**src/rtl/rx_spart.sv**
```systemverilog
// SPART receiver: 8N1 deframer driven by a 16x (OVERSAMPLE) baud tick.
// Presents each byte with rda/framing_err/overrun, cleared by a read of ioaddr 2'b00.
module rx_spart #(
    parameter int OVERSAMPLE = 16
) (
    input  logic       clk,
    input  logic       rst,
    input  logic       rxd,
    input  logic       brg_tick,
    input  logic       iorw,
    input  logic [1:0] ioaddr,
    output logic [7:0] rx_data,
    output logic       rda,
    output logic       framing_err,
    output logic       overrun
);

    localparam int TW = $clog2(OVERSAMPLE);
    localparam logic [TW-1:0] TICK_MID  = TW'(OVERSAMPLE / 2 - 1);
    localparam logic [TW-1:0] TICK_LAST = TW'(OVERSAMPLE - 1);

    localparam logic [1:0] IDLE  = 2'd0;
    localparam logic [1:0] START = 2'd1;
    localparam logic [1:0] DATA  = 2'd2;
    localparam logic [1:0] STOP  = 2'd3;

    logic [1:0]    state;
    logic [TW-1:0] tick_cnt;
    logic [2:0]    bit_cnt;
    logic [7:0]    shift_reg;
    logic          rxd_meta;
    logic          rxd_s;
    logic          rd;
    logic          load;

    assign rd   = (ioaddr == 2'b00) && iorw;
    assign load = (state == STOP) && brg_tick && (tick_cnt == TICK_LAST);

    // Flops reset to 1 so an idle line is not mistaken for a start bit after reset.
    always_ff @(posedge clk or negedge rst) begin
        if (!rst) begin
            rxd_meta <= 1'b1;
            rxd_s    <= 1'b1;
        end else begin
            // NOTE: non-blocking assignments make both flops sample the old values,
            // giving a true two-stage chain instead of a single flop.
            rxd_meta <= rxd;
            rxd_s    <= rxd_meta;
        end
    end

    always_ff @(posedge clk or negedge rst) begin
        if (!rst) begin
            state     <= IDLE;
            tick_cnt  <= '0;
            bit_cnt   <= '0;
            shift_reg <= 8'h00;
        end else if (brg_tick) begin
            case (state)
                IDLE: begin
                    tick_cnt <= '0;
                    if (!rxd_s)
                        state <= START;
                end
                START: begin
                    if (tick_cnt == TICK_MID) begin
                        tick_cnt <= '0;
                        bit_cnt  <= '0;
                        // A start bit that has gone high by mid-bit is a glitch.
                        state    <= rxd_s ? IDLE : DATA;
                    end else begin
                        tick_cnt <= tick_cnt + 1'b1;
                    end
                end
                DATA: begin
                    tick_cnt <= tick_cnt + 1'b1;
                    if (tick_cnt == TICK_LAST) begin
                        shift_reg <= {rxd_s, shift_reg[7:1]};
                        if (bit_cnt == 3'd7)
                            state <= STOP;
                        else
                            bit_cnt <= bit_cnt + 3'd1;
                    end
                end
                STOP: begin
                    if (tick_cnt == TICK_LAST) begin
                        tick_cnt <= '0;
                        state    <= IDLE;
                    end else begin
                        tick_cnt <= tick_cnt + 1'b1;
                    end
                end
                default: state <= IDLE;
            endcase
        end
    end

    // A load in the same cycle as a read wins: the new byte stays available.
    always_ff @(posedge clk or negedge rst) begin
        if (!rst) begin
            rx_data     <= 8'h00;
            rda         <= 1'b0;
            framing_err <= 1'b0;
            overrun     <= 1'b0;
        end else if (load) begin
            rx_data     <= shift_reg;
            rda         <= 1'b1;
            framing_err <= ~rxd_s;
            overrun     <= rda & ~rd;
        end else if (rd) begin
            rda         <= 1'b0;
            framing_err <= 1'b0;
            overrun     <= 1'b0;
        end
    end

endmodule

```
**config.mk**
```make
export PLATFORM = sky130hd
export DESIGN_NAME = rx_spart
export DESIGN_NICKNAME = d
export VERILOG_FILES = /design/src/rtl/rx_spart.sv
export SDC_FILE = /design/constraint.sdc
export NUM_CORES = 1
export LEC_CHECK = 0
export BUFFER_PORTS_ARGS = -buffer_cell sky130_fd_sc_hd__buf_2
export CORE_UTILIZATION = 31
export DETAILED_ROUTE_END_ITERATION = 7
export HOLD_SLACK_MARGIN = 0.02
export PLACE_DENSITY_LB_ADDON = 0.12
export SYNTH_ARGS = -nofsm -noshare
export SYNTH_HDL_FRONTEND = slang
export SYNTH_SLANG_ARGS = --single-unit
```
**constraint.sdc**
```tcl
create_clock -name clk -period 4.8 [get_ports clk]
set_input_delay 0.96 -clock clk [delete_from_list [all_inputs] [get_ports clk]]
set_output_delay 0.96 -clock clk [all_outputs]
set_load 0.01 [all_outputs]
```
## Yosys cells after proc, flatten, opt, wreduce, memory -nomap -nowiden

Cells that the tools add are included.

| cells by class | value |
|---|---|
| multipliers | 0 |
| bitwise logic cells | 3 |
| reductions and logical operators | 10 |
| order comparisons | 0 |
| divide/modulo/power cells | 0 |
| shifts and indexed selects | 0 |
| add/subtract/negate cells | 2 |
| eq/ne operators | 12 |
| multiplexer cells | 18 |

Operator list:

| operator | number |
|---|---|
| 4-bit case mux with 4 select lines | 1 |
| 2-bit two-way mux | 6 |
| 2-bit inequality test, second input constant | 5 |
| 3-bit two-way mux | 3 |
| 4-bit two-way mux | 2 |
| 2-bit case mux with 4 select lines | 1 |
| 3-bit case mux with 2 select lines | 1 |
| 6-bit AND reduction | 1 |
| 5-bit AND reduction | 1 |
| 4-bit by 1-bit adder with 4-bit output, second input constant | 1 |
| 2-bit == test, second input constant | 2 |
| 4-bit by 3-bit == test with 1-bit output, second input constant | 1 |
| 4-bit == test, second input constant | 1 |
| 2-bit zero test | 2 |
| 1-bit two-way mux | 4 |
| 2-bit nonzero test | 2 |
| 3-bit by 1-bit adder with 3-bit output, second input constant | 1 |
| 3-bit == test, second input constant | 1 |
| 1-bit logical AND | 3 |
| 3-bit AND reduction | 1 |
| 2-bit by 1-bit == test with 1-bit output, second input constant | 1 |
| 2-bit by 1-bit inequality test with 1-bit output, second input constant | 1 |
| 1-bit NOT | 2 |
| 1-bit AND | 1 |

| word-level totals | value |
|---|---|
| memories kept | 0 |
| register bits | 30 |
| RAM bits | 0 |
| input port bits | 7 |
| latch bits | 0 |
| ROM bits | 0 |

## Depth between registers and ports, before layout

Gate-level depths: netlist (run 1).

| depth | value |
|---|---|
| word-level depth | 5 |
| mapped depth | 5 |

## Worst setup path after synthesis (run 1)

OpenSTA, ideal clock, no wires.

| timing | value |
|---|---|
| path type | input to register |
| start | input brg_tick |
| end | register rx_data[0] |
| buffers on the path | 0 |
| setup time | 0.125 ns |
| required time | 4.675 ns |
| arrival time | 1.695 ns |
| cell stages on the path | 3 |
| slack | 2.980 ns |
| path through | nand4_4 -> nor2_8 -> mux2_2 |

| between the ends | value |
|---|---|
| cells in the longest elaborated chain, start to end | 2 |

Ends and longest elaborated chain:

| what | RTL line | text |
|---|---|---|
| from (decl) | 9 | `input logic brg_tick,` |
| 1-bit logical AND (2 in series) | 37 | `assign load = (state == STOP) && brg_tick && (tick_cnt == TICK_LAST);` |
| to (signal assigned) | 106 | `rx_data <= shift_reg;` |
| to (decl) | 12 | `output logic [7:0] rx_data,` |

No other way between the ends.
A chain may end at the register's enable or synchronous reset.

## Worst setup path in the final report (run 1)

| timing | value |
|---|---|
| start | input brg_tick |
| end | register rx_data[5] |

Same word-level chain as after synthesis.

==> results of run 1 <==
## cells by family (layout without fill, tap and decap cells)
| logic type | after synthesis | after routing | share of synthesized area, % |
|---|---|---|---|
| mux | 23 | 23 | 18.43 |
| simple gates | 32 | 32 | 15.72 |
| fa+ha+maj | 3 | 3 | 2.710 |
| compound gates | 12 | 12 | 5.691 |
| buf+inv | 10 | 31 | 3.071 |
| flops | 30 | 30 | 54.38 |
## synthesized netlist by cell type
cell | instances | share of area [%]
nand3_1 | 3 | 1.1
o21ai_1 | 1 | 0.36
nand4_1 | 1 | 0.45
nor2_1 | 5 | 1.4
nand4_4 | 1 | 1.5
o22ai_1 | 1 | 0.45
and3_1 | 2 | 0.90
o211ai_1 | 1 | 0.54
nand2_1 | 7 | 1.9
dfrtp_1 | 28 | 51
o32ai_1 | 2 | 1.3
or3b_2 | 1 | 0.63
buf_2 | 4 | 1.4
mux2_1 | 1 | 0.81
dfstp_2 | 2 | 3.8
inv_1 | 6 | 1.6
nor2b_1 | 3 | 1.4
mux2i_1 | 3 | 2.2
o21ai_0 | 2 | 0.72
a22oi_1 | 1 | 0.54
a31oi_1 | 2 | 0.90
nor3b_1 | 1 | 0.54
a21oi_1 | 1 | 0.36
mux2_2 | 19 | 15
nor2_8 | 2 | 2.9
nand2b_1 | 4 | 1.8
o31ai_1 | 1 | 0.54
nor4bb_1 | 1 | 0.72
ha_1 | 3 | 2.7
nand3b_1 | 1 | 0.54
## area by class of cell
| class | count | area (µm²) | area share [%] |
|---|---|---|---|
| Tap cell | 50 | 62.56 | 3.840 |
| Multi-Input combinational cell | 70 | 589.3 | 36.18 |
| Clock buffer | 7 | 86.33 | 5.300 |
| Timing Repair Buffer | 17 | 85.08 | 5.223 |
| Inverter | 6 | 22.52 | 1.382 |
| Sequential cell | 30 | 753.2 | 46.24 |
| Clock inverter | 1 | 30.03 | 1.843 |
## metrics by stage
stage	util [%]	setup slack (ns)	std cells	hold slack, ns
floorplan	-	2.980	110	0.3452
global placement	36.50	2.670	173	0.3482
detailed placement	36.50	2.645	173	0.3468
CTS	39.31	2.944	181	0.3562
global route	39.31	2.889	181	0.3608
finish	39.31	2.942	181	0.3547
## layer usage
metal	vias to the layer above	track usage [%]	part of all wire [%]
li1	430	-	-
met1	404	16.03	50
met2	17	16.63	42
met3	6	3.454	4.9
met4	0	7.653	2.6
met5	-	0	0
## layout by cell type (no fill, tap or decap), types with 2 or more instances in the layout
cell,n
and3_1,2
buf_2,17
ha_1,3
nand2_1,7
nor2_8,2
dfrtp_1,28
nand3_1,3
a31oi_1,2
o32ai_1,2
nor2_1,5
o21ai_0,2
clkbuf_8,6
nor2b_1,3
inv_1,6
mux2i_1,3
mux2_2,19
nand2b_1,4
dfstp_2,2
## power groups by stage
stage	Clock (mW)	Sequential, mW	Combinational, mW
2_1_floorplan	0	0.310	0.126
3_3_place_gp	0	0.331	0.135
3_5_place_dp	0	0.333	0.136
4_1_cts	0.269	0.328	0.137
5_1_grt	0.280	0.336	0.155
6_report	0.258	0.328	0.134
## worst min path at each step
stage                  start     to  slack [ns]  cells past startpoint
finish              rxd_meta  rxd_s        0.35                      0
detailed placement  rxd_meta  rxd_s        0.35                      0
CTS                 rxd_meta  rxd_s        0.36                      0
floorplan           rxd_meta  rxd_s        0.35                      0
global route        rxd_meta  rxd_s        0.36                      0
global placement    rxd_meta  rxd_s        0.35                      0
## worst reg2reg max path: stages, from the launching register on
cell	delay, ns
dfrtp_1	0.38
ha_1	0.35
nand4_4	0.24
nor2_8	0.28
mux2_2	0.36
==> run_results.csv, run 1 <==
group,metric,value,unit
run_status,status,"finished clean",
clock_tree,cts_tree,"done",
sta,rsz0062_at_grt,"no",
setup_path,crit_cells,4,
pwr,report.power.total,720.5,µW
pwr,comb_power_share,18.6,%
clock_tree,cts-htree-levels,2,
pwr,max-vdd-ir-drop,0.0001747,V
placed_design,gp_congestion,0.7580,
pwr,power.density,442.3,mW/mm²
min_path,worstHoldPathType,"reg -> reg",
clock_tree,clock_sinks,30,
logic_synthesis,yosysWarnings,0,
floorplanning,fp.dieW,68.85,µm
placed_design,io_buffers,17,
clock_tree,clkLatencyLatePin,0.28,ns
setup_path,path_max_fanout,12,
clock_tree,clock-root-buffer,"clkbuf_8",
sta,min_period_over_period,38.70,%
logic_synthesis,postSynthCellCount,110,
floorplanning,rows,23,
sta,worst_slew_pin_slew,0.6540,ns
layout,nFillCells,410,
floorplanning,dieArea,0.004740,mm²
setup_path,cp-start-kind,"primary input",
setup_path,crit_family,"simple AND/OR/NAND/NOR gates",
setup_path,r2r_end,"rx_data[5]",
setup_path,crit_start,"brg_tick",
clock_tree,cts_made_buffers,5,
setup_path,crit_end,"rx_data[5]",
logic_synthesis,syn_nets,120,
setup_path,required,4.96,ns
sta,final-max-slew-violation-count,0,
detailed_routing,drt-initial-drc-count,46,
pwr,power_frac_clock,35.8,%
layout,nets,140,
setup_path,r2r_start,"tick_cnt[0]",
logic_synthesis,synth_seq_cells,30,
clock_tree,cts_setup_buffers,0,
setup_path,crit_path_max_incr_delay,0.36,ns
grt,grt_pass1_wl,3967,µm
clock_tree,clk_pin_slew,0.06,ns
sta,finalSetupViolations,0,
pwr,seq_power_share,45.5,%
floorplanning,initial_core_util,33.42,%
logic_synthesis,synth-seq-area-share,54.38,%
setup_path,path_cells,"buf_2 -> nand4_4 -> nor2_8 -> mux2_2",
grt,grt_pass1_vias,860,
sta,setup_tns,0,ns
setup_path,critPathKind,"in -> reg",
floorplanning,core-area,0.004144,mm²
detailed_routing,viasPerCell,4.735,
sta,max_freq,538.3,MHz
placed_design,place_area,0.001513,mm²
detailed_routing,drc,0,
pwr,p_switching,205.2,µW
pwr,p_sw_share,28.48,%
clock_tree,clk_path_buf_depth,2,
setup_path,cp.buffers_inverters,1,
pwr,leakagePower,0.8403,nW
sta,period_needed,1.858,ns
setup_path,reg2regPathDepth,4,
logic_synthesis,syn-mean-instance-area,12.59,µm²
detailed_routing,num_vias,857,
layout,n_antenna_cell,0,
sta,slew_headroom,56.40,%
layout,fin_area,0.001629,mm²
job,maxCapViolCount,0,
clock_tree,cts-resized-gates,0,
floorplanning,die_h,68.85,µm
layout,area_delta_synth_final,17.62,%
floorplanning,ios,18,
grt,grt_max_degree,31,
setup_path,worstPathArrival,2.02,ns
detailed_routing,routed_wl,2218,µm
placed_design,dp_hpwl,1540,µm
grt,grt-ovfl-total,0,
logic_synthesis,syn_area,0.001385,mm²
setup_path,cp-end-kind,"register",
pwr,p_int,515.3,µW
sta,finalHoldViolCount,0,
clock_tree,hold_buffers,0,
layout,drive_gt1_share,37.40,%
detailed_routing,drt_first_pass_iters,3,
sta,skew,0.006506,ns
logic_synthesis,synthDistinctLibCells,30,
grt,antenna_found_initial,0,
grt,track_usage,11.95,%
setup_path,slowest_stage,"mux2_2",
detailed_routing,wire_per_inst,12.25,µm
setup_path,r2r_slack,3.08,ns
detailed_routing,postRouteAntennaNets,0,
No activity file was read; power rests on OpenSTA's default activity.
==> run 2, diff against run 1 <==
==> constraint.sdc (replaced) <==
create_clock -name clk -period 1.7 [get_ports clk]
set_input_delay 0.34 -clock clk [delete_from_list [all_inputs] [get_ports clk]]
set_output_delay 0.34 -clock clk [all_outputs]
set_load 0.01 [all_outputs]
==> run 2 against run 1 <==
Against the previous run: largest cell class unchanged; global-route usage is 0.36 points lower; clock-buffer cell count is 1 lower; total power grew to 2.7 times the previous value; sequential cell count unchanged; sequential share of layout area shrank 0.42 points; register-to-register slack got worse by 3.0 ns; cell area increased by 0.92%; non-clock buffer count is 1 higher; highest routed layer unchanged; wire length up 3.7%.
==> run_results.csv, run 2 (synthesis results as in run 1) <==
group,metric,value,unit
layout,final_cell_mix,"dfrtp_1 (28), mux2_2 (18), buf_2 (17), nand2_1 (7)",
grt,met1_usage,15.77,%
floorplanning,die_h,68.85,µm
clock_tree,hold_buffers,0,
grt,antenna_found_initial,0,
grt,gr-usage-met2,15.66,%
pwr,report.power.total,1.925,mW
run_status,status,"finished clean",
setup_path,cp-end-kind,"register",
grt,gr-max-usage-layer,"met1",
detailed_routing,postRouteAntennaNets,0,
clock_tree,cts_tree,"done",
grt,grt_pass1_wl,3829,µm
sta,finalHoldViolCount,0,
layout,area_delta_synth_final,18.70,%
setup_path,path_max_fanout,3,
pwr,leakagePower,0.8324,nW
detailed_routing,routed_wl,2299,µm
detailed_routing,drt_first_pass_iters,4,
clock_tree,cts_setup_buffers,0,
pwr,power.density,1171,mW/mm²
sta,skew,0.004385,ns
grt,track_usage,11.59,%
clock_tree,clkLatencyLatePin,0.28,ns
placed_design,dp_hpwl,1556,µm
setup_path,required,1.87,ns
detailed_routing,drt-initial-drc-count,36,
floorplanning,fp.dieW,68.85,µm
sta,max_freq,615.2,MHz
sta,final-max-slew-violation-count,0,
sta,slew_headroom,55.01,%
clock_tree,clk_path_buf_depth,2,
detailed_routing,num_vias,879,
detailed_routing,drc,0,
sta,min_period_over_period,95.62,%
job,maxCapViolCount,0,
clock_tree,cts-resized-gates,0,
placed_design,dp_slack,0.07186,ns
clock_tree,cts_made_buffers,5,
setup_path,worstPathArrival,1.79,ns
grt,grt-ovfl-total,0,
min_path,worstHoldPathType,"in -> async",
detailed_routing,wire_per_inst,12.63,µm
layout,nets,141,
clock_tree,clock_sinks,30,
floorplanning,core-area,0.004144,mm²
sta,period_needed,1.626,ns
grt,grt_pass1_vias,791,
detailed_routing,viasPerCell,4.830,
sta,finalSetupViolations,0,
grt,grt_max_degree,31,
clock_tree,clk_pin_slew,0.06,ns
placed_design,io_buffers,17,
floorplanning,initial_core_util,33.42,%
floorplanning,ios,18,
placed_design,gp_congestion,0.7399,
grt,met3_usage,3.947,%
layout,n_antenna_cell,0,
floorplanning,dieArea,0.004740,mm²
floorplanning,rows,23,
layout,drive_gt1_share,41.67,%
sta,worst_slew_pin_slew,0.6748,ns
setup_path,cp-start-kind,"register",
layout,final_common_cell,"dfrtp_1",
sta,setup_ws,0.07446,ns
setup_path,critPathKind,"reg -> reg",
pwr,max-vdd-ir-drop,0.0003425,V
clock_tree,clock-root-buffer,"clkbuf_8",
clock_tree,cts-htree-levels,2,
## run 2: cell count changes in the layout (fill, tap and decap cells not counted)
cell        before  now
ha_2             0    1
bufinv_16        1    0
nor4bb_1         1    0
ha_4             0    1
mux2_2          19   18
nor4bb_2         0    1
o21ai_2          0    1
o21ai_1          1    0
clkbuf_1         1    0
ha_1             3    1
clkinvlp_4       0    1
buf_4            0    1
clkinv_2         0    1
mux2_4           0    1
## run 2: final timing paths
check | start | endpoint | slack (ns) | depth (start not counted)
max in group asynchronous | rst | rx_data[6] | 1.17 | 1
hold / removal | rst | tick_cnt[2] | 0.09 | 1
min in group clk | rxd | rxd_meta | 0.16 | 1
setup / recovery | bit_cnt[0] | bit_cnt[1] | 0.07 | 5
hold reg to reg | rxd_meta | rxd_s | 0.36 | 0
setup reg to reg | bit_cnt[0] | bit_cnt[1] | 0.07 | 5
## run 2: routing by layer
layer / wire, µm / up-vias
met4: 51 / 0
li1: - / 428
met3: 104 / 6
met2: 1011 / 23
met5: 0 / -
met1: 1132 / 422
## run 2: power by group
part           internal, mW  total, mW  switching [mW]
Combinational         0.195      0.404           0.209
Sequential            0.797      0.925           0.128
Clock                 0.325      0.596           0.271
Total                  1.32       1.92           0.608
## run 2: layout make-up
class                      count  area (µm²)
timing repair buffer          18       92.59
fill                         418        2500
clock buffer                   6       82.58
inverter                       6       22.52
multi-input combinational     70       618.1
sequential                    30       753.2
tap                           50       62.56
clock inverter                 2       12.51
## run 2: critical path, stage by stage, from the launching register on
cell	delay, ns
dfrtp_1	0.39
ha_2	0.19
ha_4	0.16
nor4bb_2	0.32
o21ai_2	0.14
mux2_4	0.31
## run 2: stage by stage
step	area (µm²)	utilization (%)	hold slack [ns]	TNS [ns]	cells
2_1_floorplan	1385	-	0.04441	0	110
3_3_place_gp	1520	36.68	0.3470	0	174
3_5_place_dp	1520	36.68	0.3482	0	174
4_1_cts	1615	38.98	0.1180	0	182
5_1_grt	1644	39.67	0.1421	-0.02523	182
6_report	1644	39.67	0.09424	0	182
